--- src/rtl/imem_loader_pkg.sv ---
// Shared types and constants for the instruction-memory loader.
//   state_e    : loader FSM states
//   HALT_WORD  : word that terminates a load (it is still written to RAM)
//   BYTE_CNT_W : width of the byte-within-word counter
package imem_loader_pkg;

   typedef enum logic [1:0] {
      ST_IDLE    = 2'd0,
      ST_COLLECT = 2'd1,
      ST_WRITE   = 2'd2,
      ST_DONE    = 2'd3
   } state_e;

   localparam int unsigned BYTE_W     = 8;
   localparam int unsigned WORD_W     = 32;
   localparam int unsigned BYTE_CNT_W = 2;

   localparam logic [WORD_W-1:0] HALT_WORD = 32'hFFFF_FFFF;

endpackage

--- src/rtl/imem_loader_if.sv ---
// Byte-stream valid/ready channel feeding the loader.
//   in_valid : source presents a byte
//   in_data  : stream byte, first byte of a word is the MSB
//   in_ready : loader accepts the byte this cycle
interface imem_loader_if;
   import imem_loader_pkg::*;

   logic              in_valid;
   logic [BYTE_W-1:0] in_data;
   logic              in_ready;

   modport master (output in_valid, output in_data, input  in_ready);
   modport slave  (input  in_valid, input  in_data, output in_ready);
endinterface

--- src/rtl/imem_byte_packer.sv ---
// Packs a byte stream into big-endian 32-bit words.
//   clk, reset : clock, asynchronous active-low reset
//   clr        : discard any partial word and restart at byte 0
//   shift_en   : accept byte_in this cycle
//   byte_in    : incoming byte, inserted at [7:0] after a left shift
//   word_out   : current contents of the shift register
//   last_byte  : the next accepted byte completes a word
module imem_byte_packer
   import imem_loader_pkg::*;
(
   input  logic              clk,
   input  logic              reset,
   input  logic              clr,
   input  logic              shift_en,
   input  logic [BYTE_W-1:0] byte_in,
   output logic [WORD_W-1:0] word_out,
   output logic              last_byte
);

   logic [WORD_W-1:0]     sr_q, sr_d;
   logic [BYTE_CNT_W-1:0] cnt_q, cnt_d;

   // Shift left so the first byte of a word ends up in [31:24]; counter wraps at 4.
   always_comb begin
      sr_d  = sr_q;
      cnt_d = cnt_q;
      if (clr) begin
         sr_d  = '0;
         cnt_d = '0;
      end else if (shift_en) begin
         sr_d  = {sr_q[WORD_W-BYTE_W-1:0], byte_in};
         cnt_d = cnt_q + BYTE_CNT_W'(1);
      end
   end

   always_ff @(posedge clk or negedge reset) begin
      if (!reset) begin
         sr_q  <= '0;
         cnt_q <= '0;
      end else begin
         sr_q  <= sr_d;
         cnt_q <= cnt_d;
      end
   end

   assign word_out  = sr_q;
   assign last_byte = (cnt_q == '1);

endmodule

--- src/rtl/imem_loader.sv ---
// Program loader: packs a byte stream into words, writes them to instruction
// RAM from word 0, and holds the CPU in reset until the halt word or a full RAM.
//   clk, reset  : clock, asynchronous active-low reset
//   start       : begin a load (honoured in IDLE or DONE only)
//   stream      : byte valid/ready channel (slave side)
//   imem_we/addr/wdata : one-cycle RAM write per word
//   cpu_reset   : high while the load is not done
//   done        : load finished
//   overflow    : RAM filled without a halt word, sticky until next start
//   word_count  : words written including the halt word
module imem_loader
   import imem_loader_pkg::*;
#(
   parameter int unsigned DEPTH  = 512,
   parameter int unsigned ADDR_W = 9
) (
   input  logic              clk,
   input  logic              reset,
   input  logic              start,
   imem_loader_if.slave      stream,
   output logic              imem_we,
   output logic [ADDR_W-1:0] imem_addr,
   output logic [WORD_W-1:0] imem_wdata,
   output logic              cpu_reset,
   output logic              done,
   output logic              overflow,
   output logic [ADDR_W:0]   word_count
);

   localparam int unsigned WC_W = ADDR_W + 1;
   localparam logic [ADDR_W-1:0] LAST_ADDR = ADDR_W'(DEPTH - 1);

   state_e            state_q, state_d;
   logic [ADDR_W-1:0] addr_q, addr_d;
   logic [WC_W-1:0]   wc_q, wc_d;
   logic              ovf_q, ovf_d;
   logic              in_ready_q, in_ready_d;
   logic              we_q, we_d;
   logic [ADDR_W-1:0] waddr_q, waddr_d;
   logic [WORD_W-1:0] wdata_q, wdata_d;
   logic              done_q, done_d;
   logic              cpu_reset_q, cpu_reset_d;

   logic              accept_c;
   logic              clr_c;
   logic              last_byte;
   logic [WORD_W-1:0] packed_word;

   assign accept_c = stream.in_valid && in_ready_q;

   imem_byte_packer u_packer (
      .clk       (clk),
      .reset     (reset),
      .clr       (clr_c),
      .shift_en  (accept_c),
      .byte_in   (stream.in_data),
      .word_out  (packed_word),
      .last_byte (last_byte)
   );

   // Next state; registered outputs are derived from the next state so they
   // line up with the state they describe.
   always_comb begin
      state_d = state_q;
      addr_d  = addr_q;
      wc_d    = wc_q;
      ovf_d   = ovf_q;
      we_d    = 1'b0;
      waddr_d = waddr_q;
      wdata_d = wdata_q;
      clr_c   = 1'b0;

      unique case (state_q)
         ST_IDLE, ST_DONE: begin
            if (start) begin
               state_d = ST_COLLECT;
               clr_c   = 1'b1;
               addr_d  = '0;
               wc_d    = '0;
               ovf_d   = 1'b0;
            end
         end
         ST_COLLECT: begin
            // The 4th byte is still on the bus, so splice it in for the write data.
            if (accept_c && last_byte) begin
               state_d = ST_WRITE;
               we_d    = 1'b1;
               waddr_d = addr_q;
               wdata_d = {packed_word[WORD_W-BYTE_W-1:0], stream.in_data};
            end
         end
         ST_WRITE: begin
            wc_d = wc_q + WC_W'(1);
            if (packed_word == HALT_WORD) begin
               state_d = ST_DONE;
            end else if (addr_q == LAST_ADDR) begin
               state_d = ST_DONE;
               ovf_d   = 1'b1;
            end else begin
               state_d = ST_COLLECT;
               addr_d  = addr_q + ADDR_W'(1);
            end
         end
         default: state_d = ST_IDLE;
      endcase

      in_ready_d  = (state_d == ST_COLLECT);
      done_d      = (state_d == ST_DONE);
      cpu_reset_d = (state_d != ST_DONE);
   end

   always_ff @(posedge clk or negedge reset) begin
      if (!reset) begin
         state_q     <= ST_IDLE;
         addr_q      <= '0;
         wc_q        <= '0;
         ovf_q       <= 1'b0;
         in_ready_q  <= 1'b0;
         we_q        <= 1'b0;
         waddr_q     <= '0;
         wdata_q     <= '0;
         done_q      <= 1'b0;
         cpu_reset_q <= 1'b1;
      end else begin
         state_q     <= state_d;
         addr_q      <= addr_d;
         wc_q        <= wc_d;
         ovf_q       <= ovf_d;
         in_ready_q  <= in_ready_d;
         we_q        <= we_d;
         waddr_q     <= waddr_d;
         wdata_q     <= wdata_d;
         done_q      <= done_d;
         cpu_reset_q <= cpu_reset_d;
      end
   end

   assign stream.in_ready = in_ready_q;
   assign imem_we         = we_q;
   assign imem_addr       = waddr_q;
   assign imem_wdata      = wdata_q;
   assign cpu_reset       = cpu_reset_q;
   assign done            = done_q;
   assign overflow        = ovf_q;
   assign word_count      = wc_q;

endmodule
--- src/flat_wrapper.sv ---
// flat-port wrapper written by rule: the top's interface ports become plain ports
module imem_loader_flat import imem_loader_pkg::*;
#(
   parameter int unsigned DEPTH  = 512,
   parameter int unsigned ADDR_W = 9
)
  (clk, reset, start, imem_we, imem_addr, imem_wdata, cpu_reset, done, overflow, word_count, stream_in_valid, stream_in_data, stream_in_ready);
  imem_loader_if stream_i ();
  input  logic clk;
  input  logic reset;
  input  logic start;
  output logic imem_we;
  output logic [ADDR_W-1:0] imem_addr;
  output logic [WORD_W-1:0] imem_wdata;
  output logic cpu_reset;
  output logic done;
  output logic overflow;
  output logic [ADDR_W:0] word_count;
  input wire logic [$bits(stream_i.in_valid)-1:0] stream_in_valid;
  input wire logic [$bits(stream_i.in_data)-1:0] stream_in_data;
  output wire logic [$bits(stream_i.in_ready)-1:0] stream_in_ready;
  assign stream_i.in_valid = stream_in_valid;
  assign stream_i.in_data = stream_in_data;
  assign stream_in_ready = stream_i.in_ready;
  imem_loader #(.DEPTH(DEPTH), .ADDR_W(ADDR_W)) u_core (.clk(clk), .reset(reset), .start(start), .stream(stream_i), .imem_we(imem_we), .imem_addr(imem_addr), .imem_wdata(imem_wdata), .cpu_reset(cpu_reset), .done(done), .overflow(overflow), .word_count(word_count));
endmodule
--- config.mk ---
export PLATFORM = sky130hd
export DESIGN_NAME = imem_loader_flat
export DESIGN_NICKNAME = d
export VERILOG_FILES = /design/src/rtl/imem_loader_pkg.sv /design/src/rtl/imem_loader_if.sv /design/src/rtl/imem_byte_packer.sv /design/src/rtl/imem_loader.sv /design/src/flat_wrapper.sv
export SDC_FILE = /design/constraint.sdc
export NUM_CORES = 1
export LEC_CHECK = 0
export CAP_MARGIN = 20
export CORE_ASPECT_RATIO = 2
export CORE_MARGIN = 2
export CORE_UTILIZATION = 60
export CTS_CLUSTER_DIAMETER = 30
export DETAILED_ROUTE_END_ITERATION = 8
export DONT_BUFFER_PORTS = 1
export PLACE_DENSITY_LB_ADDON = 0.12
export SLEW_MARGIN = 15
export SYNTH_ARGS = -nofsm -noshare
export SYNTH_HDL_FRONTEND = slang
export SYNTH_SLANG_ARGS = --single-unit
--- constraint.sdc ---
create_clock -name clk -period 2.96 [get_ports clk]
set_input_delay 0.592 -clock clk [delete_from_list [all_inputs] [get_ports clk]]
set_output_delay 0.592 -clock clk [all_outputs]
set_load 0.01 [all_outputs]
==> results of run 1 <==
==> logic make-up (layout without fill, tap and decap cells) <==
kind of cell	count (synthesis)	after routing	synth area share, %
AND/OR/NAND/NOR	157	157	17.0
adder cells (fa/ha/maj)	6	6	1.75
flip-flops	101	101	58.8
XOR/XNOR	7	7	1.43
buffers and inverters	24	27	2.36
multiplexers	43	43	11.4
AO/OA/AOI/OAI	53	53	7.22
==> sequential cells by signal, summed over array words and instances (netlist names), 2 cells and up <==
| signal | flops |
|---|---|
| u_core.imem_addr | 9 |
| u_core.word_count | 10 |
| u_core.u_packer.cnt_q | 2 |
| u_core.imem_wdata | 32 |
| u_core.state_q | 2 |
| u_core.u_packer.word_out | 32 |
| u_core.addr_q | 9 |
==> layout make-up <==
class                      instances  area, um2
sequential                       101       2530
fill                             529       2240
multi-input combinational        266       1670
clock buffer                      11        253
tap                               90        113
timing repair buffer               7       85.1
clock inverter                     5       33.8
inverter                           4       15.0
==> what timing repair did <==
item	4_1_cts	5_1_grt
hold endpoints to repair	100	0
hold buffers	1	0
setup buffers	0	0
==> synth_stat cells (4+ instances only) <==
master	count	share of area (%)
mux2_2	41	11
ha_1	6	1.7
inv_1	4	0.35
clkbuf_1	12	1.0
xor2_1	6	1.2
nor2_1	12	1.0
a21oi_1	38	4.4
nand2_1	93	8.1
o211ai_1	4	0.70
nand3_1	19	2.2
dfrtp_1	100	58
o21ai_0	5	0.58
nand4_1	10	1.5
buf_2	6	0.70
==> how the worst max path moves through the flow <==
stage | startpoint | to
final | u_core.addr_q[0] | u_core.addr_q[7]
after global routing | u_core.addr_q[0] | u_core.addr_q[7]
after CTS | u_core.addr_q[0] | u_core.addr_q[7]
after detailed placement | u_core.addr_q[0] | u_core.addr_q[7]
after global placement | u_core.addr_q[0] | u_core.addr_q[7]
after floorplan | u_core.addr_q[0] | u_core.addr_q[7]
==> report_power, final <==
| part | switching, mW | internal [mW] | leakage [nW] |
|---|---|---|---|
| Combinational | 0.399 | 0.293 | 0.682 |
| Clock | 0.492 | 0.615 | 0.138 |
| Sequential | 0.350 | 1.69 | 1.38 |
| Total | 1.24 | 2.60 | 2.20 |
==> layer usage <==
metal / part of all wire [%] / GRT usage [%] / vias to the layer above
li1: - / - / 1342
met1: 37 / 26.0 / 1425
met2: 56 / 41.9 / 79
met3: 4.8 / 5.33 / 19
met4: 2.6 / 12.5 / 0
met5: 0 / 0 / -
==> tab_implementation.tex, run 1 <==
\begin{tabular}{lr}
\hline
Metric & Value \\
\hline
\multicolumn{2}{l}{\textbf{Outcome}} \\
Run status & finished clean \\
\multicolumn{2}{l}{\textbf{Power}} \\
Post-layout power & about 3.8 mW \\
PwrDens & 816 mW/mm2 \\
Static Leakage & $\sim$2.2 nW \\
Maximum resistive drop on vdd & 0.509 mV \\
\multicolumn{2}{l}{\textbf{Critical path}} \\
Cell family with the largest share of critical-path delay & simple AND/OR/NAND/NOR gates \\
Worst path buffer plus inverter count & 0 \\
CP cell instances & ha\_1 > nand3\_1 > or2\_2 > nor2\_1 > ha\_1 > and4b\_1 > and3\_1 > nand3\_1 > nand3\_1 > o311ai\_2 \\
Kind of capture point of the worst setup path & flip-flop \\
Worst path depth & 10 \\
Critical path arrival & 2.50 ns \\
Capture point of the worst reg-to-reg path & u\_core.addr\_q[7] \\
Critical setup path kind & flip-flop to flip-flop \\
Kind of launch point of the worst setup path & flip-flop \\
Cell occurring most often along the worst timing path & nand3\_1 \\
Worst EP required & 3.20 ns \\
Top fanout value on the critical path & 6 \\
Setup slack of the worst register-to-register path & 0.70 ns \\
Number of cells on the worst reg-to-reg path & 10 \\
Worst reg2reg path startpoint & u\_core.addr\_q[0] \\
Worst path max stage delay & 0.42 ns \\
Cell at the slowest stage of the critical path & dfrtp\_1 \\
\multicolumn{2}{l}{\textbf{Yosys}} \\
Post-Syn Instances & 391 \\
Warning count from the yosys run & 0 \\
Post-synthesis sequential element count & 101 \\
Number of synthesized flops with an enable pin & 0 \\
FFs w/ async S/R, synth & 100\% \\
Post-synthesis cell type count & 41 \\
Post-synth design cell area & 0.00430 mm2 \\
Fraction of the yosys area taken by sequential cells & 58.8\% \\
Synthesized Nets & 409 \\
Mean post-synth cell area & 11.0 um2 \\
Primary flip-flop cell chosen by synthesis mapping & dfrtp\_1 \\
\multicolumn{2}{l}{\textbf{Drt}} \\
Vias & 2865 \\
Final antenna-violating net count & 0 \\
Routed len/inst & 17.6 um \\
Detailed-router iteration count before antenna repair & 4 \\
Mean number of vias per cell & 5.92 \\
Total wirelength of the detailed-routed design & 8510 um \\
Starting DRC count in detailed routing & 220 \\
DRC errors left & 0 \\
\multicolumn{2}{l}{\textbf{Timing}} \\
Achievable clock frequency & 443 MHz \\
Clock tree skew after final layout & between 0.004 and 0.005 ns \\
Share of the clock period used by the worst path & 76.3\% \\
Min cycle time layout & between 2 and 2.5 ns \\
Final count of hold timing violations & 0 \\
Relative max-transition margin & between 50\% and 60\% \\
Unrepaired setup endpoints after global routing & false \\
Final setup slack of the worst path & 0.701 ns \\
Hold Slack & 0.0870 ns \\
Transition time at the pin with the least slew margin & 0.621 ns \\
Setup TNS & 0 ns \\
Final setup fails & 0 \\
Pins Over Slew Limit & 0 \\
\multicolumn{2}{l}{\textbf{Final layout}} \\
Commonest non-fill, non-tap cells in the layout & 100 x dfrtp\_1, 93 x nand2\_1, 41 x mux2\_2 \\
Synth-to-layout area growth & 9.37\% \\
Final Instance Count excl. Fillers & approximately 480 \\
Area of all placed cells without fillers & 0.00470 mm2 \\
Final core area utilization & approximately two thirds \\
Final layout net count & 407 \\
Fraction of final layout cells sized beyond drive strength 1 & 19.0\% \\
Most common cell after layout, fill and taps aside & dfrtp\_1 \\
Ant. Diodes & 0 \\
\multicolumn{2}{l}{\textbf{Place}} \\
DP Wirelength & between 5000 and 6000 um \\
Routability congestion estimate & 0.857 \\
Placed Area & 0.00439 mm2 \\
Placed cell count & 467 \\
Setup WS pre-CTS & $\sim$0.7 ns \\
Port Buffers & 0 \\
\multicolumn{2}{l}{\textbf{GRT}} \\
Global routing usage summed across all routing layers & 23.6\% \\
Antenna violations before repair & 0 \\
First-pass GRT wire length & 14000 um \\
Via count of the first global-routing pass & about 2800 \\
Overall overflow remaining after global route & 0 \\
Maximum number of pins on one net before global-route repair & 101 \\
\multicolumn{2}{l}{\textbf{Run}} \\
Maxcap violations & 0 \\
\multicolumn{2}{l}{\textbf{Clocking}} \\
Max H-tree Level & 3 \\
Clk Latency, worst-skew pair & 0.34 ns \\
Clock input transition at the sequential cells of the worst setup and hold paths & 0.06 ns \\
Sink Count & 101 \\
Cell chosen for the clock root & clkbuf\_16 \\
Maximum clock path buffer count & 2 \\
Resize count post-CTS & 0 \\
Number of CTS-inserted buffers & 9 \\
TritonCTS clock tree & done \\
\multicolumn{2}{l}{\textbf{Floorplanning}} \\
Floorplan core area & 0.00694 mm2 \\
Row Count & 43 \\
Overall die area & $\sim$0.0079 mm2 \\
Initial core utilization & roughly three fifths \\
Die X & 63.9 um \\
DIE HEIGHT & 124 um \\
I/O pin total & 68 \\
\multicolumn{2}{l}{\textbf{Hold path}} \\
Hold Path Class & primary input to async pin \\
\hline
\end{tabular}
No activity file was read; power rests on OpenSTA's default activity.
==> run 2, diff against run 1 <==
==> constraint.sdc (replaced) <==
create_clock -name clk -period 2.11 [get_ports clk]
set_input_delay 0.422 -clock clk [delete_from_list [all_inputs] [get_ports clk]]
set_output_delay 0.422 -clock clk [all_outputs]
set_load 0.01 [all_outputs]
==> tab_implementation.tex, run 2 (synthesized netlist as in run 1, its figures left out) <==
\begin{tabular}{lr}
\hline
Metric & Value \\
\hline
\multicolumn{2}{l}{\textbf{Outcome}} \\
Run status & finished with violations \\
Violations in the final reports & hold timing \\
\multicolumn{2}{l}{\textbf{Timing}} \\
Transition time at the pin with the least slew margin & 0.682 ns \\
Share of the clock period used by the worst path & between 90\% and 100\% \\
Relative max-transition margin & 54.5\% \\
Final setup fails & 0 \\
Unrepaired setup endpoints after global routing & false \\
Clock tree skew after final layout & 0.00495 ns \\
Min cycle time layout & 2.01 ns \\
Pins Over Slew Limit & 0 \\
Hold Slack & -0.227 ns \\
Final setup slack of the worst path & 0.102 ns \\
Setup TNS & 0 ns \\
Achievable clock frequency & about 500 MHz \\
Final count of hold timing violations & 101 \\
\multicolumn{2}{l}{\textbf{Final layout}} \\
Area of all placed cells without fillers & around 0.0048 mm2 \\
Final layout net count & between 400 and 500 \\
Ant. Diodes & 0 \\
Final core area utilization & between 60\% and 70\% \\
Fill cell count & 535 \\
Synth-to-layout area growth & 11.2\% \\
Most common cell after layout, fill and taps aside & dfrtp\_1 \\
Commonest non-fill, non-tap cells in the layout & 100 x dfrtp\_1, 93 x nand2\_1, 41 x mux2\_2 \\
Fraction of final layout cells sized beyond drive strength 1 & 21.9\% \\
\multicolumn{2}{l}{\textbf{Clocking}} \\
Cell chosen for the clock root & clkbuf\_16 \\
Number of CTS-inserted buffers & 9 \\
Clk Latency, worst-skew pair & 0.34 ns \\
Sink Count & slightly above 100 \\
TritonCTS clock tree & done \\
Maximum clock path buffer count & 2 \\
Max H-tree Level & 3 \\
Clock input transition at the sequential cells of the worst setup and hold paths & 0.06 ns \\
\multicolumn{2}{l}{\textbf{Floorplanning}} \\
Overall die area & 0.00790 mm2 \\
Floorplan core area & 0.00694 mm2 \\
Die X & 63.9 um \\
DIE HEIGHT & 124 um \\
Row Count & between 40 and 50 \\
I/O pin total & 68 \\
Initial core utilization & between 60\% and 70\% \\
\multicolumn{2}{l}{\textbf{Power}} \\
Pint & between 3 and 4 mW \\
Maximum resistive drop on vdd & 0.815 mV \\
Clock power share & 29.5\% \\
Sequential group share of total power & 52.7\% \\
Sw Share & approximately a third \\
PwrDens & 1140 mW/mm2 \\
Power spent charging and discharging nets & roughly 1.7 mW \\
Static Leakage & 2.23 nW \\
Combinational fraction of design power & 17.8\% \\
\multicolumn{2}{l}{\textbf{Drt}} \\
Final antenna-violating net count & 0 \\
Detailed-router iteration count before antenna repair & 6 \\
Vias & 2954 \\
Total wirelength of the detailed-routed design & a little under 9000 um \\
Mean number of vias per cell & 6.02 \\
DRC errors left & 0 \\
Routed len/inst & 17.8 um \\
Starting DRC count in detailed routing & 223 \\
\multicolumn{2}{l}{\textbf{Place}} \\
Setup WS pre-CTS & -0.0515 ns \\
Routability congestion estimate & 0.815 \\
Port Buffers & 0 \\
DP Wirelength & 5950 um \\
Placed Area & 0.00442 mm2 \\
\multicolumn{2}{l}{\textbf{Critical path}} \\
Kind of capture point of the worst setup path & flip-flop \\
Number of cells on the worst reg-to-reg path & 10 \\
Setup slack of the worst register-to-register path & 0.10 ns \\
Critical path arrival & approximately 2.2 ns \\
Critical setup path kind & flip-flop to flip-flop \\
Worst reg2reg path startpoint & u\_core.addr\_q[1] \\
Worst EP required & between 2 and 2.5 ns \\
Capture point of the worst reg-to-reg path & u\_core.addr\_q[7] \\
Top fanout value on the critical path & 3 \\
Kind of launch point of the worst setup path & flip-flop \\
\multicolumn{2}{l}{\textbf{GRT}} \\
Via count of the first global-routing pass & roughly 3100 \\
Global routing usage summed across all routing layers & 23.9\% \\
Antenna violations before repair & 0 \\
Overall overflow remaining after global route & 0 \\
Maximum number of pins on one net before global-route repair & $\sim$100 \\
First-pass GRT wire length & 14500 um \\
\multicolumn{2}{l}{\textbf{Hold path}} \\
Hold Path Class & primary input to async pin \\
\multicolumn{2}{l}{\textbf{Run}} \\
Maxcap violations & 0 \\
\hline
\end{tabular}
[run 2: cell count changes in the layout (fill, tap and decap cells not counted), moves of 2 or more]
| cell | previous run | this run |
|---|---|---|
| nand3_1 | 18 | 16 |
| clkinvlp_4 | 2 | 0 |
| buf_4 | 5 | 14 |
| clkbuf_8 | 2 | 4 |
| ha_1 | 6 | 4 |
| nand3_2 | 1 | 3 |
[run 2: worst max-delay path: stages (launching register included)]
cell,delay [ns]
dfrtp_1,0.40
ha_4,0.17
nand3_2,0.09
or2_4,0.27
nor2_4,0.11
ha_2,0.18
and4b_1,0.21
and3_4,0.19
nand3_2,0.09
nand3_1,0.10
o311ai_2,0.08
[run 2: worst max-delay path by stage]
stage | to | cells past startpoint | start
6_report | u_core.addr_q[7] | 10 | u_core.addr_q[1]
5_1_grt | u_core.addr_q[7] | 10 | u_core.addr_q[1]
4_1_cts | u_core.addr_q[7] | 6 | u_core.state_q[0]
3_5_place_dp | u_core.addr_q[7] | 10 | u_core.addr_q[0]
3_3_place_gp | u_core.addr_q[7] | 10 | u_core.addr_q[0]
2_1_floorplan | u_core.addr_q[7] | 10 | u_core.addr_q[0]
[run 2: per-stage QoR]
| stage | cells | total power [mW] |
|---|---|---|
| 2_1_floorplan | 391 | 3.52 |
| 3_3_place_gp | 473 | 3.81 |
| 3_5_place_dp | 473 | 3.86 |
| 4_1_cts | 489 | 5.47 |
| 5_1_grt | 491 | 5.73 |
| 6_report | 491 | 5.44 |
[run 2: area by class of cell]
cell class,instances,area [um2],area share [%]
inverters,4,15.0,0.314
repair buffers,14,105,2.20
well taps,90,113,2.35
multi-input cells,266,1720,36.0
clock buffers,14,284,5.94
clock inverters,2,13.8,0.288
flip-flops and latches,101,2530,52.9
[run 2: layer usage]
layer	up-vias	track usage (%)	part of all wire, %
met5	-	0	0
met4	0	11.5	1.8
met3	12	4.97	5.1
met2	96	42.5	56
met1	1488	27.0	37
li1	1358	-	-
[run 2: power by group through the flow]
stage | Sequential [mW] | Combinational [mW] | Clock [mW]
floorplan | 2.74 | 0.777 | 0
global placement | 2.89 | 0.923 | 0
detailed placement | 2.90 | 0.961 | 0
CTS | 2.86 | 0.964 | 1.64
global route | 2.91 | 1.09 | 1.72
finish | 2.87 | 0.971 | 1.61
[run 2: timing repair]
action | 4_1_cts | 5_1_grt
cloned | 0 | 0
endpoints found under the hold margin | 101 | 101
pin swaps | 0 | 2
gates resized for setup | 5 | 6
setup buffers | 0 | 2
endpoints found under the setup margin | 1 | 13
==> run 3, diff against run 2 <==
--- a/config.mk
+++ b/config.mk
@@ -5,6 +5,7 @@
 export SDC_FILE = /design/constraint.sdc
 export NUM_CORES = 1
 export LEC_CHECK = 0
+export ABC_CLOCK_PERIOD_IN_PS = 2110
 export CAP_MARGIN = 20
 export CORE_ASPECT_RATIO = 2
 export CORE_MARGIN = 2
==> results of run 3 <==
Same layout as run 2: the final DEF is identical, and so are final timing and power.
